**config.mk**
```make
export PLATFORM = sky130hd
export DESIGN_NAME = npu_job_launcher
export DESIGN_NICKNAME = d
export VERILOG_FILES = /design/src/rtl/npu_pkg.sv /design/src/rtl/npu_res_fifo.sv /design/src/rtl/npu_job_launcher.sv
export SDC_FILE = /design/constraint.sdc
export NUM_CORES = 1
export LEC_CHECK = 0
export ABC_AREA = 1
export BUFFER_PORTS_ARGS = -buffer_cell sky130_fd_sc_hd__buf_2
export CAP_MARGIN = 30
export CORE_MARGIN = 5
export CORE_UTILIZATION = 25
export CTS_CLUSTER_SIZE = 30
export DETAILED_ROUTE_END_ITERATION = 12
export MAX_ROUTING_LAYER = met4
export PLACE_DENSITY_LB_ADDON = 0.2
export SETUP_SLACK_MARGIN = 0.05
export SKIP_LAST_GASP = 1
export SLEW_MARGIN = 10
export SYNTH_ARGS = -nofsm -noshare
export SYNTH_HDL_FRONTEND = slang
export SYNTH_HIERARCHICAL = 1
export SYNTH_SLANG_ARGS = --single-unit
export TNS_END_PERCENT = 30
```
**constraint.sdc**
```tcl
create_clock -name CLKEXT -period 2 [get_ports CLKEXT]
set_clock_uncertainty 0.2 [all_clocks]
set_input_delay 0.3 -clock CLKEXT [delete_from_list [all_inputs] [get_ports CLKEXT]]
set_output_delay 0.3 -clock CLKEXT [all_outputs]
set_load 0.01 [all_outputs]
```
**src/rtl/npu_pkg.sv**
```systemverilog
// npu_pkg: shared definitions for the NPU job launcher.
//   npu_state_t   : launcher FSM state encoding (also exposed on DBG_STATE)
//   *_LSB         : bit offsets of the operand fields inside CMD_DATA
//   OP_W, CMD_W   : operand byte width and command word width
//   JOB_CNT_W     : width of the completed-job counter
package npu_pkg;

  typedef enum logic [1:0] {
    ST_IDLE   = 2'd0,
    ST_LAUNCH = 2'd1,
    ST_WAIT   = 2'd2
  } npu_state_t;

  localparam int OP_W      = 8;
  localparam int CMD_W     = 40;
  localparam int JOB_CNT_W = 16;

  localparam int DA_LSB    = 0;
  localparam int DB_LSB    = 8;
  localparam int DC_LSB    = 16;
  localparam int DD_LSB    = 24;
  localparam int BIAS_LSB  = 32;

endpackage

```
**src/rtl/npu_res_fifo.sv**
```systemverilog
// npu_res_fifo: synchronous result FIFO, DEPTH entries of WIDTH bits.
// Ports:
//   clk, rst         : clock, synchronous active-high reset (empties FIFO)
//   push, push_data  : write request and data
//   pop, pop_data    : read request; pop_data is the head (0 when empty)
//   count            : current occupancy, 0..DEPTH
//   full, empty      : occupancy flags
// Handshake: a push or pop happens on the edge where it is requested and
// legal. A pop on an empty FIFO is ignored; a push into a full FIFO is
// accepted only when a pop frees the head slot on the same edge.
module npu_res_fifo #(
  parameter int DEPTH = 4,
  parameter int WIDTH = 8
) (
  input  logic                     clk,
  input  logic                     rst,
  input  logic                     push,
  input  logic [WIDTH-1:0]         push_data,
  input  logic                     pop,
  output logic [WIDTH-1:0]         pop_data,
  output logic [$clog2(DEPTH):0]   count,
  output logic                     full,
  output logic                     empty
);

  localparam int AW = $clog2(DEPTH);
  localparam int CW = AW + 1;

  logic [WIDTH-1:0] mem [DEPTH];
  logic [AW-1:0]    wr_ptr;
  logic [AW-1:0]    rd_ptr;
  logic             push_ok;
  logic             pop_ok;

  assign empty   = (count == '0);
  assign full    = (count == CW'(DEPTH));
  assign pop_ok  = pop && !empty;
  assign push_ok = push && (!full || pop_ok);

  // Head is forced to 0 when empty so the output is defined after reset
  // even though the storage array itself is not reset.
  assign pop_data = empty ? '0 : mem[rd_ptr];

  always_ff @(posedge clk) begin
    if (rst) begin
      wr_ptr <= '0;
      rd_ptr <= '0;
      count  <= '0;
    end else begin
      if (push_ok) wr_ptr <= wr_ptr + 1'b1;
      if (pop_ok)  rd_ptr <= rd_ptr + 1'b1;
      case ({push_ok, pop_ok})
        2'b10:   count <= count + 1'b1;
        2'b01:   count <= count - 1'b1;
        default: count <= count;
      endcase
    end
  end

  always_ff @(posedge clk) begin
    if (push_ok) mem[wr_ptr] <= push_data;
  end

endmodule

```
**src/rtl/npu_job_launcher.sv**
```systemverilog
// npu_job_launcher: accepts a job command, launches it on the NPU with a
// one-cycle start pulse, waits for completion and queues the result.
// Optional feature macro: NPU_LAUNCH_TIMEOUT_EN (WAIT watchdog, sticky ERR).
// Ports:
//   CLKEXT, RST_GLO            : clock, synchronous active-high reset
//   CMD_VALID/READY/DATA       : command stream {BIAS,DD,DC,DB,DA}
//   NPU_DA..NPU_BIAS           : registered operands to the NPU
//   NPU_START                  : one-cycle launch pulse
//   NPU_BUSY, NPU_DONE, NPU_D_OUT : NPU status and result
//   RES_VALID/READY/DATA       : result stream out of the FIFO
//   BUSY, JOB_CNT, ERR         : launcher status
//   DBG_STATE, DBG_RES_COUNT   : FSM state and FIFO occupancy for debug
// Handshake: a transfer on either stream happens on a rising edge where
// VALID and READY are both 1; VALID never depends on READY.
module npu_job_launcher
  import npu_pkg::*;
#(
  parameter int TIMEOUT_CYCLES = 1024,
  parameter int RES_DEPTH      = 4
) (
  input  logic                         CLKEXT,
  input  logic                         RST_GLO,
  input  logic                         CMD_VALID,
  output logic                         CMD_READY,
  input  logic [CMD_W-1:0]             CMD_DATA,
  output logic [OP_W-1:0]              NPU_DA,
  output logic [OP_W-1:0]              NPU_DB,
  output logic [OP_W-1:0]              NPU_DC,
  output logic [OP_W-1:0]              NPU_DD,
  output logic [OP_W-1:0]              NPU_BIAS,
  output logic                         NPU_START,
  input  logic                         NPU_BUSY,
  input  logic                         NPU_DONE,
  input  logic [OP_W-1:0]              NPU_D_OUT,
  output logic                         RES_VALID,
  input  logic                         RES_READY,
  output logic [OP_W-1:0]              RES_DATA,
  output logic                         BUSY,
  output logic [JOB_CNT_W-1:0]         JOB_CNT,
  output logic                         ERR,
  output npu_state_t                   DBG_STATE,
  output logic [$clog2(RES_DEPTH):0]   DBG_RES_COUNT
);

  if (TIMEOUT_CYCLES < 1) begin : g_bad_timeout
    $error("TIMEOUT_CYCLES must be at least 1");
  end
  if (RES_DEPTH < 2 || (RES_DEPTH & (RES_DEPTH - 1)) != 0) begin : g_bad_depth
    $error("RES_DEPTH must be a power of 2 and at least 2");
  end

  npu_state_t       state;
  npu_state_t       state_n;
  logic [CMD_W-1:0] op_q;
  logic             accept;
  logic             done_ok;
  logic             timeout;
  logic             res_full;
  logic             res_empty;
  logic             unused_npu_busy;

  // NPU_BUSY is only observed, never used for control.
  assign unused_npu_busy = NPU_BUSY;

  assign CMD_READY = (state == ST_IDLE) && !res_full;
  assign accept    = CMD_VALID && CMD_READY;
  assign done_ok   = (state == ST_WAIT) && NPU_DONE;
  assign NPU_START = (state == ST_LAUNCH);
  assign BUSY      = (state != ST_IDLE);
  assign RES_VALID = !res_empty;
  assign DBG_STATE = state;

  assign NPU_DA    = op_q[DA_LSB   +: OP_W];
  assign NPU_DB    = op_q[DB_LSB   +: OP_W];
  assign NPU_DC    = op_q[DC_LSB   +: OP_W];
  assign NPU_DD    = op_q[DD_LSB   +: OP_W];
  assign NPU_BIAS  = op_q[BIAS_LSB +: OP_W];

`ifdef NPU_LAUNCH_TIMEOUT_EN
  localparam int TO_W = $clog2(TIMEOUT_CYCLES + 1);
  logic [TO_W-1:0] wait_cnt;
  logic            err_q;

  // wait_cnt holds the number of WAIT cycles already completed; the
  // watchdog fires at the end of the TIMEOUT_CYCLES-th one. A DONE on that
  // same cycle still wins.
  assign timeout = (state == ST_WAIT) && !NPU_DONE &&
                   (wait_cnt == TO_W'(TIMEOUT_CYCLES - 1));
  assign ERR     = err_q;

  always_ff @(posedge CLKEXT) begin
    if (RST_GLO) begin
      wait_cnt <= '0;
      err_q    <= 1'b0;
    end else begin
      wait_cnt <= (state == ST_WAIT && !timeout) ? wait_cnt + 1'b1 : '0;
      if (timeout) err_q <= 1'b1;
    end
  end
`else
  assign timeout = 1'b0;
  assign ERR     = 1'b0;
`endif

  always_comb begin
    state_n = state;
    case (state)
      ST_IDLE:   if (accept) state_n = ST_LAUNCH;
      ST_LAUNCH: state_n = ST_WAIT;
      ST_WAIT:   if (NPU_DONE || timeout) state_n = ST_IDLE;
      default:   state_n = ST_IDLE;
    endcase
  end

  always_ff @(posedge CLKEXT) begin
    if (RST_GLO) begin
      state   <= ST_IDLE;
      op_q    <= '0;
      JOB_CNT <= '0;
    end else begin
      state <= state_n;
      if (accept)  op_q    <= CMD_DATA;
      if (done_ok) JOB_CNT <= JOB_CNT + 1'b1;
    end
  end

  npu_res_fifo #(
    .DEPTH (RES_DEPTH),
    .WIDTH (OP_W)
  ) u_res_fifo (
    .clk       (CLKEXT),
    .rst       (RST_GLO),
    .push      (done_ok),
    .push_data (NPU_D_OUT),
    .pop       (RES_READY),
    .pop_data  (RES_DATA),
    .count     (DBG_RES_COUNT),
    .full      (res_full),
    .empty     (res_empty)
  );

endmodule

```
==> results.py, run 1 <==
metrics = {
    "drt": {
        "drtIter0Drc": 166,
        "routed_via_density": 4.37,
        "drtAntennaViolNets": 0,
        "routedWlPerCell_um": 13.6,
        "route.vias.total": 3701,
        "drc": 0,
        "drt-total-wl_mm": 11.5,
        "first_pass_iters": 4,
    },
    "floorplanning": {
        "num_rows": 47,
        "fp.dieH_um": 139,
        "ios": 128,
        "core_mm2": 0.0165,
        "dieWidth_um": 139,
        "initial_core_util": 0.254,
        "die_area_mm2": 0.0195,
    },
    "cts": {
        "cts_sinks": 99,
        "clk_pin_slew_worst_paths_ns": 0.07,
        "clk-insertion-delay-late_ns": 0.34,
        "cts.path.max_buffers": 2,
        "cts_root_buffer": "clkbuf_16",
        "tritoncts.num_buffers": 9,
        "cts_tree": "built",
        "h-tree-depth": 3,
    },
    "critical_path": {
        "r2r_cells": 10,
        "arrival_ns": 1.39,
        "cpMostUsedCell": "nor2_1",
        "end_kind": "output pin",
        "crit_required_ns": 1.50,
        "critPathSlowestCell": "dfxtp_4",
        "crit_path_max_incr_delay_ns": 0.40,
        "crit_fanout": 8,
        "reg2reg_from": "u_res_fifo/count[2]",
        "critPathLaunchType": "flop",
        "r2r_end": "u_res_fifo/count[2]",
        "worstPathCellList": "buf_6, nor2_1, nor2_1, o21ai_0, a21oi_1, buf_2",
        "reg2reg_slack_ns": 0.14,
        "critPathKind": "flop to output pin",
    },
    "yosys": {
        "synth-xor-area-share": 0.00209,
        "synth-seq-cells": 99,
        "synth_compound_area_frac": 0.116,
        "synth-simple-area-share": 0.236,
        "synth_top_family_by_area": "simple AND/OR/NAND/NOR gates",
        "synth_cells": 477,
        "syn_area_per_cell_um2": 8.79,
        "ys_seq_area_frac": 0.549,
        "muxShareOfSynthArea": 0,
        "synth_nets": 537,
        "yosys_warnings": 6,
        "synth-adder-area-share": 0.0197,
        "synth_area_mm2": 0.00419,
        "synth_cell_types": 35,
    },
    "layout": {
        "nets": 681,
        "final_cell_mix": "buf_2, nand2_1, nor2_1, dfxtp_1, a21oi_1",
        "utilization": 0.334,
        "layout_commonest_cell": "buf_2",
        "drive_above_1_share": 0.289,
        "fillCellCount": 1751,
        "diodes": 0,
        "final_area_mm2": 0.00552,
        "syn_to_final_growth_pct": 31.6,
    },
    "global_route": {
        "grt_pass1_vias": 3607,
        "use_met2": 0.184,
        "grt.busiest_layer": "met2",
        "gr-total-overflow": 0,
        "track_usage": 0.120,
        "grt_max_degree": 45,
        "antenna_found_initial": 0,
        "use_met1": 0.152,
        "use_met3": 0.0316,
        "grt_pass1_wl_mm": 18.4,
    },
    "outcome": {
        "outcome": "finished clean",
    },
    "place": {
        "routabilityCongestion": 0.811,
        "hpwl_mm": 8.07,
        "place_ws_ns": 0.128,
        "io_buffers": 125,
        "place_area_mm2": 0.00502,
    },
    "run": {
        "drv_cap": 0,
    },
    "worst_hold_path": {
        "hold_path_depth": 3,
        "hp-start": "CMD_DATA[0]",
        "hold_path.class": "input port to flop",
        "min_to": "op_q[0]",
    },
    "sta": {
        "rsz0062_at_grt": "true",
        "period_share": 0.946,
        "post-route-min-period_ns": 1.89,
        "holdWs_ns": 0.0187,
        "finalHoldViolations": 0,
        "clock.fmax_ghz": 0.529,
        "finalSetupViolations": 0,
        "slew_violations": 0,
        "fin_ws_ns": 0.108,
    },
    "power_and_ir_drop": {
        "ir_drop_v": 0.000513,
        "power_density_mw_per_mm2": 1100,
        "p_total_uw": 6060,
        "leakagePower_uw": 0.00235,
    },
}
==> state kept, by name (all words and copies together) (netlist names), named ones only <==
register and cells:
u_res_fifo/count 3, u_res_fifo/rd_ptr 2, u_res_fifo/mem 32, u_res_fifo/wr_ptr 2, DBG_STATE 2, op_q 40, JOB_CNT 16
==> repair_timing <==
item | CTS | global route
hold buffers | 15 | 0
gates resized for setup | 4 | 10
setup buffers | 4 | 1
endpoints found under the hold margin | 39 | 0
pin swaps | 1 | 4
setup endpoints to repair | 10 | 42
==> final cells by class <==
| type | count | area, µm² | share of cell area |
|---|---|---|---|
| Tap cell | 220 | 275 | 0.0499 |
| Timing Repair Buffer | 157 | 923 | 0.167 |
| Clock buffer | 9 | 225 | 0.0408 |
| Multi-Input combinational cell | 316 | 1580 | 0.287 |
| Clock inverter | 7 | 51.3 | 0.00930 |
| Inverter | 38 | 153 | 0.0277 |
| Sequential cell | 99 | 2310 | 0.418 |
==> cells in the mapped netlist (all sizes together) <==
cell type  count  area (µm²)
a21boi         1        7.51
a21oi         61         305
a31oi          1        6.26
buf           18         151
clkbuf         6        23.8
clkinv         1        3.75
conb           1        3.75
dfxtp         67        1340
edfxtp        32         961
fa             1        20.0
ha             5        62.6
inv           37         141
nand2         80         333
nand3         54         288
nand3b         1        7.51
nand4          5        31.3
nor2          73         313
nor3           3        15.0
o21a           2        15.0
o21ai         26         141
o21bai         1        11.3
xor2           1        8.76
==> routing by layer <==
layer	share of wire	routed length, µm	vias up
met5	0	0	-
met4	0.015	168	0
met3	0.068	779	11
met2	0.45	5180	116
met1	0.47	5360	1701
li1	-	-	1873
==> worst max-delay path: cells and delay by family (launching register included) <==
family | cells | cell delay (ns)
compound gates | 2 | 0.22
flops | 1 | 0.40
buf+inv | 2 | 0.29
simple gates | 2 | 0.13
==> how the worst max path moves through the flow <==
stage,start,to,slack [ns]
6_report,flop,RES_DATA[7],0.11
5_1_grt,flop,RES_DATA[0],-0.02
4_1_cts,flop,RES_DATA[0],0.04
3_5_place_dp,u_res_fifo/count[1],op_q[9],0.13
3_3_place_gp,u_res_fifo/count[2],RES_DATA[4],0.18
2_1_floorplan,DBG_STATE[0],u_res_fifo/count[2],0.11
==> report_power, final <==
part	internal, µW	total (µW)	switching, µW	leakage (µW)
clock network	850	1650	800	0.000128
logic	776	1990	1220	0.00138
registers	2280	2420	138	0.000836
total	3900	6060	2160	0.00235
==> per-stage QoR <==
step                instances  setup TNS [ns]
global route              846         -0.0513
floorplan                 477               0
global placement          810               0
CTS                       845               0
detailed placement        810               0
finish                    846               0
==> cells by family after synthesis <==
kind of cell	Yosys count
AOI/OAI and AO/OA	92
adders and majority gates	6
DFF	99
and+or+nand+nor	216
other	1
xor gates and xnor gates	1
buffers and inverters	62
Note: power is estimated with default switching activity, not from simulation.
==> run 2, diff against run 1 <==
--- a/config.mk
+++ b/config.mk
@@ -15,6 +15,7 @@
 export MAX_ROUTING_LAYER = met4
 export PLACE_DENSITY_LB_ADDON = 0.2
 export SETUP_SLACK_MARGIN = 0.05
+export SKIP_CTS_REPAIR_TIMING = 1
 export SKIP_LAST_GASP = 1
 export SLEW_MARGIN = 10
 export SYNTH_ARGS = -nofsm -noshare
==> constraint.sdc (replaced) <==
create_clock -name CLKEXT -period 2 [get_ports CLKEXT]
set_clock_uncertainty 0.2 [all_clocks]
set_input_delay 0.2 -clock CLKEXT [delete_from_list [all_inputs] [get_ports CLKEXT]]
set_output_delay 0.2 -clock CLKEXT [all_outputs]
set_load 0.01 [all_outputs]
==> run 2 against run 1 <==
Clock-buffer cell count did not move. Global-route usage decreased by 0.13 points. First-iteration DRC count down 9.0%. Via count up 2.5%. Final area increased by 5.8%. Critical path depth is 1 lower. Flip-flop and latch count is the same. Sequential share of layout area down 2.2 points. Utilization grew 1.9 points. Final cell count grew 3.4%. Highest routed layer unchanged.
==> results.py, run 2 (synthesized netlist as in run 1, its figures left out) <==
metrics = {
    "outcome": {
        "outcome": "finished clean",
    },
    "cts": {
        "cts_root_buffer": "clkbuf_16",
        "cts_tree": "built",
        "h-tree-depth": 3,
        "cts.path.max_buffers": 2,
        "tritoncts.num_buffers": 9,
        "clk-insertion-delay-late_ns": 0.34,
        "clk_pin_slew_worst_paths_ns": 0.07,
        "cts_sinks": 99,
    },
    "drt": {
        "first_pass_iters": 4,
        "drtAntennaViolNets": 0,
        "routedWlPerCell_um": 13.3,
        "drc": 0,
        "drtIter0Drc": 151,
        "routed_via_density": 4.34,
        "drt-total-wl_mm": 11.7,
        "route.vias.total": 3795,
    },
    "floorplanning": {
        "fp.dieH_um": 139,
        "num_rows": 47,
        "die_area_mm2": 0.0195,
        "core_mm2": 0.0165,
        "initial_core_util": 0.254,
        "dieWidth_um": 139,
        "ios": 128,
    },
    "power_and_ir_drop": {
        "ir_drop_v": 0.000531,
        "power_frac_comb": 0.325,
        "pwr-share-seq": 0.390,
        "power_density_mw_per_mm2": 1060,
        "internal_power_uw": 4020,
        "leakagePower_uw": 0.00247,
        "switching_share": 0.351,
        "clkPwrFrac": 0.286,
        "power.switching_uw": 2170,
    },
    "layout": {
        "final_cell_mix": "buf_2, nand2_1, nor2_1, dfxtp_1, a21oi_1",
        "syn_to_final_growth_pct": 39.2,
        "nets": 710,
        "reg_top3": "op_q (40), u_res_fifo/mem (32), JOB_CNT (16)",
        "largest_reg_flops": 40,
        "final_area_mm2": 0.00583,
        "layout_commonest_cell": "buf_2",
        "drive_above_1_share": 0.275,
        "diodes": 0,
        "largest_register": "op_q",
        "utilization": 0.353,
        "fillCellCount": 1738,
    },
    "critical_path": {
        "arrival_ns": 1.45,
        "end_kind": "output pin",
        "critical_path.endpoint": "RES_DATA[6]",
        "r2r_cells": 8,
        "critPathLaunchType": "flop",
        "crit_required_ns": 1.60,
        "reg2reg_slack_ns": 0.19,
        "crit_fanout": 4,
        "critPathKind": "flop to output pin",
        "startpoint": "u_res_fifo/count[2]",
        "worstPathCellList": "inv_1, nand2_4, clkinvlp_2, a21oi_1, buf_2",
        "reg2reg_from": "u_res_fifo/count[2]",
        "r2r_end": "u_res_fifo/count[1]",
        "crit_path_max_incr_delay_ns": 0.35,
        "critPathSlowestCell": "dfxtp_2",
    },
    "sta": {
        "rsz0062_at_grt": "true",
        "period_share": 0.923,
        "slew_headroom": 0.663,
        "worst_slew_pin_slew_ns": 0.506,
        "holdWs_ns": 0.0108,
        "slew_violations": 0,
        "finalSetupViolations": 0,
        "post-route-min-period_ns": 1.85,
        "setup_tns_ns": 0,
        "clock.fmax_ghz": 0.542,
        "finalHoldViolations": 0,
    },
    "run": {
        "drv_cap": 0,
    },
    "global_route": {
        "antenna_found_initial": 0,
        "grt_pass1_wl_mm": 18.1,
        "track_usage": 0.118,
        "grt_max_degree": 45,
        "gr-total-overflow": 0,
        "grt_pass1_vias": 3605,
    },
    "place": {
        "hpwl_mm": 8.09,
        "place_area_mm2": 0.00502,
        "io_buffers": 125,
        "routabilityCongestion": 0.812,
    },
    "worst_hold_path": {
        "hold_path.class": "input port to flop",
    },
}
run 2: area by class of cell:
type	instances	area, µm²	share of cell area
clock buffer	9	225	0.0386
clock inverter	7	76.3	0.0131
inverter	38	149	0.0255
multi-input combinational	316	1590	0.272
sequential	99	2310	0.396
tap	220	275	0.0472
timing repair buffer	185	1210	0.207
timing repair inverter	1	5.00	0.000858
run 2: worst min-delay path by stage:
stage                            start  cells past startpoint              endpoint
final                         NPU_DONE                      3          DBG_STATE[1]
after global routing          NPU_DONE                      3          DBG_STATE[1]
after CTS                 NPU_D_OUT[4]                      1  u_res_fifo/mem[1][4]
after detailed placement  NPU_D_OUT[4]                      1  u_res_fifo/mem[0][4]
after global placement    NPU_D_OUT[4]                      1  u_res_fifo/mem[3][4]
after floorplan           NPU_D_OUT[0]                      0  u_res_fifo/mem[0][0]
run 2: per-stage QoR:
stage          instances  worst slack [ns]  power (µW)
2_1_floorplan        477             0.111        3740
3_3_place_gp         810             0.193        4280
5_1_grt              875            0.0395        6600
4_1_cts              826            -0.135        6130
3_5_place_dp         810             0.136        4330
6_report             875             0.154        6190
run 2: layer usage:
layer | GRT usage | share of wire | vias up | wire length (µm)
met5 | - | 0 | - | 0
met4 | 0.0448 | 0.015 | 0 | 173
met3 | 0.0271 | 0.046 | 12 | 533
met2 | 0.183 | 0.47 | 107 | 5460
met1 | 0.151 | 0.47 | 1750 | 5490
li1 | - | - | 1926 | -
run 2: power by group through the flow:
stage	registers (µW)	logic, µW	clock network (µW)
detailed placement	2440	1890	0
floorplan	2500	1240	0
global route	2440	2230	1920
finish	2410	2010	1770
CTS	2400	1890	1830
global placement	2440	1840	0
run 2: worst max-delay path: cells and delay by family, from the launching register on:
kind	cells	cell delay, ns
compound gates	1	0.18
buf+inv	3	0.45
flops	1	0.35
simple gates	1	0.13
